**src/rtl/binary_add_pipe.sv**
```systemverilog
// Pipelined, carry-segmented unsigned adder/subtractor with valid strobe and global stall.
// Optional build macro BINADD_SAT_EN: final stage clamps on overflow/borrow.
module binary_add_pipe #(
    parameter int unsigned WIDTH  = 15,
    parameter int unsigned STAGES = 1
) (
    input  logic             clk,
    input  logic             rst_n,
    input  logic             en,
    input  logic             in_valid,
    input  logic             sub,
    input  logic [WIDTH-1:0] A,
    input  logic [WIDTH-1:0] B,
    output logic [WIDTH-1:0] S,
    output logic             cout,
    output logic             out_valid
);

    localparam int unsigned SEG = (WIDTH + STAGES - 1) / STAGES;

    // Chain index k = values entering stage k; index STAGES = final registered outputs.
    logic [WIDTH-1:0] w_a   [STAGES];
    logic [WIDTH-1:0] w_b   [STAGES];
    logic [WIDTH-1:0] w_s   [STAGES+1];
    logic             w_c   [STAGES+1];
    logic             w_vld [STAGES+1];
`ifdef BINADD_SAT_EN
    logic             w_sub [STAGES];
`endif

    // Subtract is A + ~B + 1: invert B once at entry and seed the carry chain with sub.
    assign w_a[0]   = A;
    assign w_b[0]   = sub ? ~B : B;
    assign w_s[0]   = '0;
    assign w_c[0]   = sub;
    assign w_vld[0] = in_valid;
`ifdef BINADD_SAT_EN
    assign w_sub[0] = sub;
`endif

    for (genvar k = 0; k < STAGES; k++) begin : g_stage
        localparam int unsigned LO = k * SEG;
        localparam int unsigned HI = ((k + 1) * SEG < WIDTH) ? (k + 1) * SEG : WIDTH;
        localparam int unsigned SL = (LO < WIDTH) ? (HI - LO) : 0;

        logic [WIDTH-1:0] w_s_nxt;
        logic             w_c_nxt;
        logic [WIDTH-1:0] w_s_fin;
        logic [WIDTH-1:0] r_s;
        logic             r_c;
        logic             r_vld;

        if (SL > 0) begin : g_add
            localparam int unsigned SLW = SL + 1;
            logic [SL:0] w_slice;

            assign w_slice = SLW'(SL'(w_a[k] >> LO)) + SLW'(SL'(w_b[k] >> LO)) + SLW'(w_c[k]);

            // Lower slices arrive already computed; only this stage's slice is filled in.
            always_comb begin
                w_s_nxt             = w_s[k];
                w_s_nxt[LO +: SL]   = w_slice[SL-1:0];
            end
            assign w_c_nxt = w_slice[SL];
        end else begin : g_pass
            assign w_s_nxt = w_s[k];
            assign w_c_nxt = w_c[k];
        end

        if (k == STAGES - 1) begin : g_last
`ifdef BINADD_SAT_EN
            // Clamp: add overflow -> all-ones, subtract borrow -> zero; cout stays raw.
            always_comb begin
                w_s_fin = w_s_nxt;
                if (w_sub[k] && !w_c_nxt) begin
                    w_s_fin = '0;
                end else if (!w_sub[k] && w_c_nxt) begin
                    w_s_fin = '1;
                end
            end
`else
            assign w_s_fin = w_s_nxt;
`endif
        end else begin : g_mid
            assign w_s_fin = w_s_nxt;
        end

        always_ff @(posedge clk or negedge rst_n) begin
            if (!rst_n) begin
                r_s   <= '0;
                r_c   <= 1'b0;
                r_vld <= 1'b0;
            end else if (en) begin
                r_s   <= w_s_fin;
                r_c   <= w_c_nxt;
                r_vld <= w_vld[k];
            end
        end

        assign w_s[k+1]   = r_s;
        assign w_c[k+1]   = r_c;
        assign w_vld[k+1] = r_vld;

        // Operands (and sub for the clamp) travel alongside their carry.
        if (k < STAGES - 1) begin : g_fwd
            logic [WIDTH-1:0] r_a;
            logic [WIDTH-1:0] r_b;
`ifdef BINADD_SAT_EN
            logic             r_sub;
`endif
            always_ff @(posedge clk or negedge rst_n) begin
                if (!rst_n) begin
                    r_a   <= '0;
                    r_b   <= '0;
`ifdef BINADD_SAT_EN
                    r_sub <= 1'b0;
`endif
                end else if (en) begin
                    r_a   <= w_a[k];
                    r_b   <= w_b[k];
`ifdef BINADD_SAT_EN
                    r_sub <= w_sub[k];
`endif
                end
            end
            assign w_a[k+1] = r_a;
            assign w_b[k+1] = r_b;
`ifdef BINADD_SAT_EN
            assign w_sub[k+1] = r_sub;
`endif
        end
    end

    assign S         = w_s[STAGES];
    assign cout      = w_c[STAGES];
    assign out_valid = w_vld[STAGES];

endmodule
```
**config.mk**
```make
export PLATFORM = sky130hd
export DESIGN_NAME = binary_add_pipe
export DESIGN_NICKNAME = d
export VERILOG_FILES = /design/src/rtl/binary_add_pipe.sv
export SDC_FILE = /design/constraint.sdc
export NUM_CORES = 1
export LEC_CHECK = 0
export ABC_CLOCK_PERIOD_IN_PS = 1200
export BUFFER_PORTS_ARGS = -buffer_cell sky130_fd_sc_hd__buf_4
export CAP_MARGIN = 20
export CORE_MARGIN = 2
export CORE_UTILIZATION = 50
export CTS_CLUSTER_DIAMETER = 80
export DETAILED_ROUTE_END_ITERATION = 10
export GPL_TIMING_DRIVEN = 0
export MAX_ROUTING_LAYER = met4
export PLACE_DENSITY = 0.79
export RECOVER_POWER = 50
export SYNTH_ARGS = -nofsm -noshare
export SYNTH_HDL_FRONTEND = slang
export SYNTH_SLANG_ARGS = --single-unit
```
**constraint.sdc**
```tcl
create_clock -name clk -period 1.2 [get_ports clk]
set_input_delay 0.12 -clock clk [delete_from_list [all_inputs] [get_ports clk]]
set_output_delay 0.12 -clock clk [all_outputs]
set_load 0.02 [all_outputs]
```
==> flow_metrics.env, run 1 <==
export IMPL_floorplan_initialDensity_pct=52.3
export IMPL_finalHoldViolations=0
export IMPL_synth_largest_area_cell="sky130_fd_sc_hd__dfrtp_1"
export IMPL_layout_worst_path_cycle_share_pct=152
export IMPL_synth_top_flop_cell="sky130_fd_sc_hd__dfrtp_1"
export IMPL_grt_total_usage_pct=25.9
export IMPL_path_clk_slew_ns=0.10
export IMPL_routabilityCongestion=0.854
export IMPL_std_cell_rows=20
export IMPL_clock_root_buffer="sky130_fd_sc_hd__clkbuf_4"
export IMPL_finalSetupViolations=13
export IMPL_fp_dieW_um=60.3
export IMPL_rsz0062_at_grt="yes"
export IMPL_post_synth_inst_count=170
export IMPL_finalMaxSlewViolations=0
export IMPL_failed_checks="setup timing"
export IMPL_largest_net_degree_at_the_start_of_global_routing=18
export IMPL_fin_tns_setup_ns=-6.94
export IMPL_clk_latency_ns=0.30
export IMPL_fin_util_pct=77.1
export IMPL_die_y_um=60.3
export IMPL_worstPathBufferInverterCount=2
export IMPL_detailed_place_hpwl_um=3180
export IMPL_synth_area_leaders="sky130_fd_sc_hd__dfrtp_1, sky130_fd_sc_hd__ha_1, sky130_fd_sc_hd__xor2_1, sky130_fd_sc_hd__mux2_2, sky130_fd_sc_hd__a21oi_1"
export IMPL_cap_viol_max_count=0
export IMPL_sequential_fraction_of_the_synthesis_area_pct=26.9
export IMPL_htree_levels=1
export IMPL_postSynthAreaPerCell_um2=9.31
export IMPL_worst_ir_drop_vdd_v=0.000975
export IMPL_ys_seq_elements=17
export IMPL_number_of_buffers_on_the_longest_clock_path=2
export IMPL_design_area_um2=2340
export IMPL_layout_setup_ws_ns=-0.622
export IMPL_first_global_vias=1652
export IMPL_grt_overflow_total=0
export IMPL_max_freq_mhz=549
export IMPL_worstPathArrival_ns=2.04
export IMPL_numClockSinks=17
export IMPL_crit_family="simple AND/OR/NAND/NOR gates"
export IMPL_syn_cell_area_um2=1580
export IMPL_final_wirelength_um=4420
export IMPL_place_ws_ns=-1.03
export IMPL_routed_via_density=5.75
export IMPL_post_drt_wl_per_cell_um=15.5
export IMPL_floorplan_die_area_um2=3630
export IMPL_static_leakage_power_nw=1.05
export IMPL_drt_first_iter_violations=50
export IMPL_relSlewSlack_pct=39.5
export IMPL_remaining_number_of_nets_flagged_by_the_antenna_check_after_routing=0
export IMPL_placeableCoreArea_um2=3030
export IMPL_firstDrtPassIters=4
export IMPL_fin_skew_ns=0
export IMPL_drc_errors=0
export IMPL_worstMarginPinSlew_ns=0.908
export IMPL_postPlaceCellArea_um2=2070
export IMPL_final_stage_net_count=292
export IMPL_port_buffer_count=50
export IMPL_post_route_min_period_ns=1.82
export IMPL_synth_enable_flop_cells=0
export IMPL_timing_critical_path_from_type="input port"
export IMPL_drive_gt1_share_pct=45.8
export IMPL_layout_area_overhead_vs_synth_pct=47.6
export IMPL_power_density_nw_per_um2=1220
export IMPL_finalNonFillerCells=284
export IMPL_number_of_antenna_violations_at_the_first_check_in_global_routing=0
export IMPL_status="complete, but fails checks"
export IMPL_crit_path_cell_trace="buf_12 -> clkbuf_16 -> xor2_1 -> ha_2 -> o21a_1 -> o2111ai_2 -> or3b_4 -> and3_4 -> o311ai_2"
export IMPL_grt_pass1_wl_um=6840
export IMPL_synthDistinctLibCells=44
export IMPL_setup_worst_path_class="in -> reg"
export IMPL_num_vias=1632
export IMPL_synthArstFlopShare_pct=100
export IMPL_layout_cells_most_common_list="sky130_fd_sc_hd__buf_4, sky130_fd_sc_hd__dfrtp_1, sky130_fd_sc_hd__xor2_1"
export IMPL_worst_endpoint_required_ns=1.42
export IMPL_synth_top_area_share_pct=26.9
export IMPL_mostFrequentLayoutCell="sky130_fd_sc_hd__buf_4"
export IMPL_synth_net_count=221
export IMPL_path_max_fanout=8
export IMPL_tritoncts_num_buffers=3
export IMPL_io_pins=52
export IMPL_setup_worst_path_end_class="flip-flop"
export IMPL_critical_path_max_stage_delay_ns=0.42
export IMPL_cts_tree="done"
export IMPL_cp_slowest_cell="sky130_fd_sc_hd__or3b_4"
export IMPL_placedCellCount=264
export IMPL_synthesis_yosys_warnings=0
export IMPL_antenna_cells_inserted=0
export IMPL_tightest_hold_check_type="in -> reg"
==> power by group <==
group	internal, W	switching [W]	total (W)	leakage [nW]
clock	0.000125	0.000198	0.000323	0.0177
combinational	0.000837	0.000862	0.00170	0.835
sequential	0.000728	0.0000931	0.000821	0.199
total	0.00169	0.00115	0.00284	1.05
==> worst reg2reg max path, stage by stage, from the launching register on <==
cell,delay [ns]
sky130_fd_sc_hd__dfrtp_1,0.41
sky130_fd_sc_hd__a221oi_1,0.33
sky130_fd_sc_hd__o211ai_1,0.14
==> cells by family after synthesis <==
family / share of synthesized area (%)
AO/OA/AOI/OAI: 22.4
XOR/XNOR: 12.2
adder cells (fa/ha/maj): 13.1
buffers and inverters: 3.79
flip-flops: 26.9
multiplexers: 7.91
AND/OR/NAND/NOR: 13.8
==> routing by layer <==
metal  global-route usage [%]  part of all wire, %  vias to the layer above
met5                        -                    0                        -
met4                     8.25                  2.7                        0
met3                     4.76                  4.4                       17
met2                     49.2                   55                       66
met1                     26.2                   38                      776
li1                         -                    -                      773
==> worst paths after layout <==
| kind | cells past startpoint | endpoint | from | slack, ns |
|---|---|---|---|---|
| max | 9 | S[13] | sub | -0.62 |
| min in group asynchronous | 2 | S[12] | rst_n | 0.45 |
| min | 2 | out_valid | in_valid | 0.06 |
| min reg2reg | 2 | S[14] | S[14] | 0.51 |
| max reg2reg | 2 | S[10] | S[10] | 0.20 |
| max in group asynchronous | 2 | S[6] | rst_n | 0.20 |
==> flip-flops by register name, indices dropped and copies added (netlist names) <==
name       count
out_valid      1
S             15
cout           1
==> layout make-up <==
type                            instances  area [µm²]
Tap cell                               44        55.1
Multi-Input combinational cell        140        1240
Fill cell                             208         692
Inverter                                5        18.8
Sequential cell                        17         425
Clock inverter                          1        5.00
Timing Repair Buffer                   66         490
Buffer                                  8        80.1
Clock buffer                            3        22.5
==> synthesized netlist by cell type, types with 2 or more instances <==
master and n:
sky130_fd_sc_hd__nand4_1 6, sky130_fd_sc_hd__mux2_2 8, sky130_fd_sc_hd__o21ai_0 7, sky130_fd_sc_hd__o21a_1 3, sky130_fd_sc_hd__ha_1 15, sky130_fd_sc_hd__mux2i_1 2
sky130_fd_sc_hd__clkbuf_1 4, sky130_fd_sc_hd__nor2_1 8, sky130_fd_sc_hd__a211oi_1 2, sky130_fd_sc_hd__a21o_1 5, sky130_fd_sc_hd__xor2_1 16, sky130_fd_sc_hd__nand2_1 10
sky130_fd_sc_hd__xnor2_1 6, sky130_fd_sc_hd__o21ai_1 2, sky130_fd_sc_hd__nand3_1 5, sky130_fd_sc_hd__nor3_1 3, sky130_fd_sc_hd__buf_2 3, sky130_fd_sc_hd__o211ai_1 3
sky130_fd_sc_hd__nor3b_1 2, sky130_fd_sc_hd__dfrtp_1 17, sky130_fd_sc_hd__inv_1 5, sky130_fd_sc_hd__o31ai_1 3, sky130_fd_sc_hd__a21oi_1 14
==> stage by stage <==
step / power, W / hold WS (ns)
6_report: 0.00284 / 0.0591
5_1_grt: 0.00301 / 0.0554
4_1_cts: 0.00277 / 0.0557
3_5_place_dp: 0.00230 / -0.00526
3_3_place_gp: 0.00226 / -0.0122
2_1_floorplan: 0.00177 / -0.176
==> timing repair <==
action / 4_1_cts / 5_1_grt
pin swaps: 19 / 13
endpoints found under the hold margin: 17 / 0
buffers inserted: 11 / 4
resized for setup: 17 / 8
hold buffers: 1 / 0
endpoints found under the setup margin: 14 / 13
No activity file was read; power rests on OpenSTA's default activity.
==> inputs of run 2 (changes only) <==
--- a/config.mk
+++ b/config.mk
@@ -9,12 +9,12 @@
 export BUFFER_PORTS_ARGS = -buffer_cell sky130_fd_sc_hd__buf_4
 export CAP_MARGIN = 20
 export CORE_MARGIN = 2
-export CORE_UTILIZATION = 50
+export CORE_UTILIZATION = 51
 export CTS_CLUSTER_DIAMETER = 80
 export DETAILED_ROUTE_END_ITERATION = 10
 export GPL_TIMING_DRIVEN = 0
 export MAX_ROUTING_LAYER = met4
-export PLACE_DENSITY = 0.79
+export PLACE_DENSITY = 0.8
 export RECOVER_POWER = 50
 export SYNTH_ARGS = -nofsm -noshare
 export SYNTH_HDL_FRONTEND = slang
==> flow_metrics.env, run 2 (synthesis gave the netlist of run 1 again) <==
export IMPL_status="complete, but fails checks"
export IMPL_failed_checks="setup timing"
export IMPL_worst_hold_startpoint="in_valid"
export IMPL_placeableCoreArea_um2=3000
export IMPL_port_buffer_count=50
export IMPL_finalSetupViolations=14
export IMPL_grt_overflow_total=0
export IMPL_grt_total_usage_pct=25.5
export IMPL_crit_reg2reg_capture="S[13]"
export IMPL_remaining_number_of_nets_flagged_by_the_antenna_check_after_routing=0
export IMPL_layout_worst_path_cycle_share_pct=157
export IMPL_firstDrtPassIters=4
export IMPL_floorplan_initialDensity_pct=52.7
export IMPL_htree_levels=1
export IMPL_final_wirelength_um=4690
export IMPL_max_freq_mhz=531
export IMPL_static_leakage_power_nw=1.11
export IMPL_fillers=177
export IMPL_first_global_vias=1511
export IMPL_min_to="out_valid"
export IMPL_crit_path_cell_trace="buf_12 -> clkbuf_16 -> buf_4 -> xor2_2 -> ha_1 -> o2111ai_2 -> or3b_4 -> and3_4 -> o311ai_4"
export IMPL_std_cell_rows=20
export IMPL_setup_worst_path_class="in -> reg"
export IMPL_min_delay_path_depth=2
export IMPL_post_drt_wl_per_cell_um=16.8
export IMPL_fp_dieW_um=59.7
export IMPL_path_clk_slew_ns=0.11
export IMPL_drive_gt1_share_pct=50.0
export IMPL_finalMaxSlewViolations=0
export IMPL_setup_worst_path_end_class="flip-flop"
export IMPL_layout_area_overhead_vs_synth_pct=56.4
export IMPL_rr_startpoint="S[13]"
export IMPL_worstMarginPinSlew_ns=0.925
export IMPL_cp_slowest_cell="sky130_fd_sc_hd__or3b_4"
export IMPL_number_of_buffers_on_the_longest_clock_path=2
export IMPL_drc_errors=0
export IMPL_final_stage_net_count=298
export IMPL_layout_cells_most_common_list="sky130_fd_sc_hd__buf_4, sky130_fd_sc_hd__dfrtp_1, sky130_fd_sc_hd__xor2_1, sky130_fd_sc_hd__ha_1, sky130_fd_sc_hd__nand2_1"
export IMPL_largest_register_ffs=15
export IMPL_power_density_nw_per_um2=1200
export IMPL_numClockSinks=17
export IMPL_routabilityCongestion=0.841
export IMPL_worstPathBufferInverterCount=3
export IMPL_fin_tns_setup_ns=-7.81
export IMPL_cap_viol_max_count=0
export IMPL_relSlewSlack_pct=38.4
export IMPL_worst_ir_drop_vdd_v=0.00106
export IMPL_cts_tree="done"
export IMPL_worst_endpoint_required_ns=1.40
export IMPL_num_vias=1653
export IMPL_io_pins=52
export IMPL_rsz0062_at_grt="yes"
export IMPL_number_of_antenna_violations_at_the_first_check_in_global_routing=0
export IMPL_worstPathArrival_ns=2.08
export IMPL_crit_family="simple AND/OR/NAND/NOR gates"
export IMPL_path_depth=9
export IMPL_routed_via_density=5.92
export IMPL_layout_setup_ws_ns=-0.682
export IMPL_detailed_place_hpwl_um=3170
export IMPL_floorplan_die_area_um2=3570
export IMPL_worstRegToRegCells=2
export IMPL_post_route_min_period_ns=1.88
export IMPL_clk_latency_ns=0.29
export IMPL_largest_net_degree_at_the_start_of_global_routing=18
export IMPL_tritoncts_num_buffers=3
export IMPL_timing_critical_path_from_type="input port"
export IMPL_mostFrequentLayoutCell="sky130_fd_sc_hd__buf_4"
export IMPL_worst_hold_margin_ns=0.0563
export IMPL_fin_util_pct=82.5
export IMPL_critical_path_max_stage_delay_ns=0.44
export IMPL_finalHoldViolations=0
export IMPL_tightest_hold_check_type="in -> reg"
export IMPL_antenna_cells_inserted=0
export IMPL_clock_root_buffer="sky130_fd_sc_hd__clkbuf_4"
export IMPL_die_y_um=59.7
export IMPL_reg2reg_slack_ns=0.23
export IMPL_drt_first_iter_violations=62
export IMPL_grt_pass1_wl_um=6690
export IMPL_fin_skew_ns=0
export IMPL_path_max_fanout=8
-- run 2: how the worst max path moves through the flow --
stage | slack (ns) | startpoint | to
floorplan | -0.82 | sub | S[13]
global placement | -0.97 | sub | S[8]
detailed placement | -1.02 | sub | S[8]
CTS | -0.59 | sub | S[8]
global route | -0.74 | sub | S[13]
finish | -0.68 | sub | S[13]
-- run 2: layout make-up --
type                            count  area [µm²]  area share, %
Multi-Input combinational cell    140        1330           53.5
Inverter                            5        18.8          0.758
Tap cell                           33        41.3           1.67
Timing Repair Buffer               72         558           22.5
Sequential cell                    17         425           17.2
Clock inverter                      1        7.51          0.303
Buffer                              8        77.6           3.13
Clock buffer                        3        22.5          0.910
-- run 2: per-layer routing --
layer  up-vias  share of wire, %  wire length (µm)  GRT usage, %
li1        779                 -                 -             -
met1       798                38              1760          28.3
met2        63                57              2650          47.7
met3        13               3.7               173          4.11
met4         0               2.1                99          4.76
met5         -                 0                 0             -
-- run 2: timing repair --
action / in CTS / in global routing
hold endpoints to repair: 17 / 0
resized for setup: 18 / 23
pin swaps: 17 / 25
endpoints found under the setup margin: 14 / 13
buffers inserted: 15 / 6
hold buffers: 1 / 0
-- run 2: per-stage QoR --
| step | instances | setup slack (ns) | instance area (µm²) | power, W |
|---|---|---|---|---|
| after floorplan | 170 | -0.820 | 1640 | 0.00177 |
| after global placement | 253 | -0.966 | 2060 | 0.00226 |
| after detailed placement | 253 | -1.02 | 2060 | 0.00231 |
| after CTS | 273 | -0.594 | 2300 | 0.00281 |
| after global routing | 279 | -0.741 | 2480 | 0.00315 |
| final | 279 | -0.682 | 2480 | 0.00298 |
-- run 2: power by group --
part | internal [W] | leakage [nW] | switching (W)
combinational | 0.000909 | 0.895 | 0.000931
sequential | 0.000728 | 0.199 | 0.0000932
clock | 0.000127 | 0.0139 | 0.000189
==> inputs of run 3 (changes only) <==
--- a/config.mk
+++ b/config.mk
@@ -16,6 +16,7 @@
 export MAX_ROUTING_LAYER = met4
 export PLACE_DENSITY = 0.8
 export RECOVER_POWER = 50
+export SETUP_SLACK_MARGIN = 0.02
 export SYNTH_ARGS = -nofsm -noshare
 export SYNTH_HDL_FRONTEND = slang
 export SYNTH_SLANG_ARGS = --single-unit
==> flow_metrics.env, run 3 (synthesis gave the netlist of run 1 again) <==
export IMPL_status="complete, but fails checks"
export IMPL_failed_checks="setup timing"
export IMPL_tritoncts_num_buffers=3
export IMPL_critical_path_max_stage_delay_ns=0.31
export IMPL_drive_gt1_share_pct=50.0
export IMPL_cp_slowest_cell="sky130_fd_sc_hd__o211ai_1"
export IMPL_power_density_nw_per_um2=1210
export IMPL_number_of_antenna_violations_at_the_first_check_in_global_routing=0
export IMPL_clk_latency_ns=0.30
export IMPL_fin_skew_ns=0
export IMPL_num_vias=1689
export IMPL_cpMostUsedCell="sky130_fd_sc_hd__buf_4"
export IMPL_firstDrtPassIters=4
export IMPL_htree_levels=1
export IMPL_detailed_place_hpwl_um=3170
export IMPL_port_buffer_count=50
export IMPL_final_stage_net_count=298
export IMPL_worst_ir_drop_vdd_v=0.00107
export IMPL_layout_cells_most_common_list="sky130_fd_sc_hd__buf_4, sky130_fd_sc_hd__dfrtp_1, sky130_fd_sc_hd__xor2_1, sky130_fd_sc_hd__ha_1, sky130_fd_sc_hd__nand2_1"
export IMPL_worst_endpoint_required_ns=1.37
export IMPL_remaining_number_of_nets_flagged_by_the_antenna_check_after_routing=0
export IMPL_grt_pass1_wl_um=6690
export IMPL_layout_setup_ws_ns=-0.688
export IMPL_finalHoldViolations=0
export IMPL_cts_tree="done"
export IMPL_worstRegToRegCells=2
export IMPL_post_drt_wl_per_cell_um=17.7
export IMPL_placedCellCount=253
export IMPL_finalMaxSlewViolations=0
export IMPL_placeableCoreArea_um2=3000
export IMPL_static_leakage_power_nw=1.11
export IMPL_crit_path_cell_trace="buf_12 -> clkbuf_16 -> xor2_2 -> ha_4 -> buf_4 -> nand2_1 -> o211ai_1 -> buf_4 -> nand4_1 -> a21oi_1 -> o31ai_2"
export IMPL_max_freq_mhz=530
export IMPL_setup_worst_path_class="in -> reg"
export IMPL_layout_area_overhead_vs_synth_pct=56.7
export IMPL_drt_first_iter_violations=76
export IMPL_setup_worst_path_end_class="flip-flop"
export IMPL_path_max_fanout=8
export IMPL_fillers=180
export IMPL_numClockSinks=17
export IMPL_finalSetupViolations=13
export IMPL_final_seq_area_um2=425
export IMPL_timing_critical_path_from="sub"
export IMPL_grt_total_usage_pct=25.5
export IMPL_antenna_cells_inserted=0
export IMPL_die_y_um=59.7
export IMPL_routabilityCongestion=0.841
export IMPL_grt_overflow_total=0
export IMPL_rsz0062_at_grt="yes"
export IMPL_fp_dieW_um=59.7
export IMPL_path_clk_slew_ns=0.11
export IMPL_rr_startpoint="S[13]"
export IMPL_number_of_buffers_on_the_longest_clock_path=2
export IMPL_largest_register_ffs=15
export IMPL_clock_root_buffer="sky130_fd_sc_hd__clkbuf_4"
export IMPL_fin_tns_setup_ns=-7.86
export IMPL_crit_reg2reg_capture="S[13]"
export IMPL_finalNonFillerCells=279
export IMPL_cp_endpoint="S[14]"
export IMPL_floorplan_die_area_um2=3570
export IMPL_final_wirelength_um=4930
export IMPL_floorplan_initialDensity_pct=52.7
export IMPL_fin_util_pct=82.6
export IMPL_largest_net_degree_at_the_start_of_global_routing=18
export IMPL_place_ws_ns=-1.02
export IMPL_first_global_vias=1511
export IMPL_post_route_min_period_ns=1.89
export IMPL_reg2reg_slack_ns=0.23
export IMPL_routed_via_density=6.05
export IMPL_worstMarginPinSlew_ns=0.928
export IMPL_cap_viol_max_count=0
export IMPL_std_cell_rows=20
export IMPL_io_pins=52
export IMPL_timing_critical_path_from_type="input port"
export IMPL_relSlewSlack_pct=38.2
export IMPL_drc_errors=0
export IMPL_layout_worst_path_cycle_share_pct=157
export IMPL_mostFrequentLayoutCell="sky130_fd_sc_hd__buf_4"
export IMPL_worstPathArrival_ns=2.05
export IMPL_tightest_hold_check_type="in -> reg"
export IMPL_multi_input_comb_area_um2=1330
-- run 3: how the worst min path moves through the flow --
stage	start	end	slack [ns]	cells past startpoint
after floorplan	rst_n	S[0]	-0.18	0
final	in_valid	out_valid	0.06	2
after global placement	rst_n	S[14]	-0.01	1
after CTS	in_valid	out_valid	0.05	2
after global routing	in_valid	out_valid	0.04	2
after detailed placement	rst_n	S[14]	-0.003	1
-- run 3: stage by stage --
step	hold slack [ns]	power (W)	cell area (µm²)
5_1_grt	0.0438	0.00317	2480
3_3_place_gp	-0.0108	0.00226	2060
2_1_floorplan	-0.176	0.00177	1640
4_1_cts	0.0501	0.00281	2300
6_report	0.0611	0.00301	2480
3_5_place_dp	-0.00292	0.00231	2060
-- run 3: routing by layer --
layer  GRT usage (%)  share of wire, %  vias up
li1                -                 -      782
met1            28.3                37      814
met2            47.7                56       79
met3            4.11               4.4       14
met4            4.76               2.2        0
met5               -                 0        -
-- run 3: layout make-up --
cell class                 count  share of cell area (%)
multi-input combinational    140                    53.7
timing repair buffer          72                    22.4
sequential                    17                    17.2
buffer                         8                    3.13
tap                           33                    1.66
clock buffer                   3                   0.908
inverter                       5                   0.757
clock inverter                 1                   0.303
-- run 3: worst max-delay path, delay by kind of cell --
| family | cells | cell delay (ns) |
|---|---|---|
| buf+inv | 4 | 0.56 |
| compound gates | 3 | 0.66 |
| simple gates | 2 | 0.24 |
| fa+ha+maj | 1 | 0.28 |
| xor+xnor | 1 | 0.19 |
-- run 3: power by group --
part / leakage (nW) / total, W / switching (W) / internal [W]
Sequential: 0.199 / 0.000819 / 0.0000909 / 0.000728
Clock: 0.0139 / 0.000323 / 0.000196 / 0.000127
Combinational: 0.897 / 0.00186 / 0.000950 / 0.000914
Total: 1.11 / 0.00301 / 0.00124 / 0.00177
-- run 3: timing repair --
| action | in CTS | in global routing |
|---|---|---|
| pin swaps | 17 | 25 |
| endpoints found under the hold margin | 17 | 0 |
| hold buffers | 1 | 0 |
| resized for setup | 18 | 24 |
| cloned | 0 | 0 |
| setup endpoints to repair | 14 | 14 |
| setup buffers | 15 | 6 |
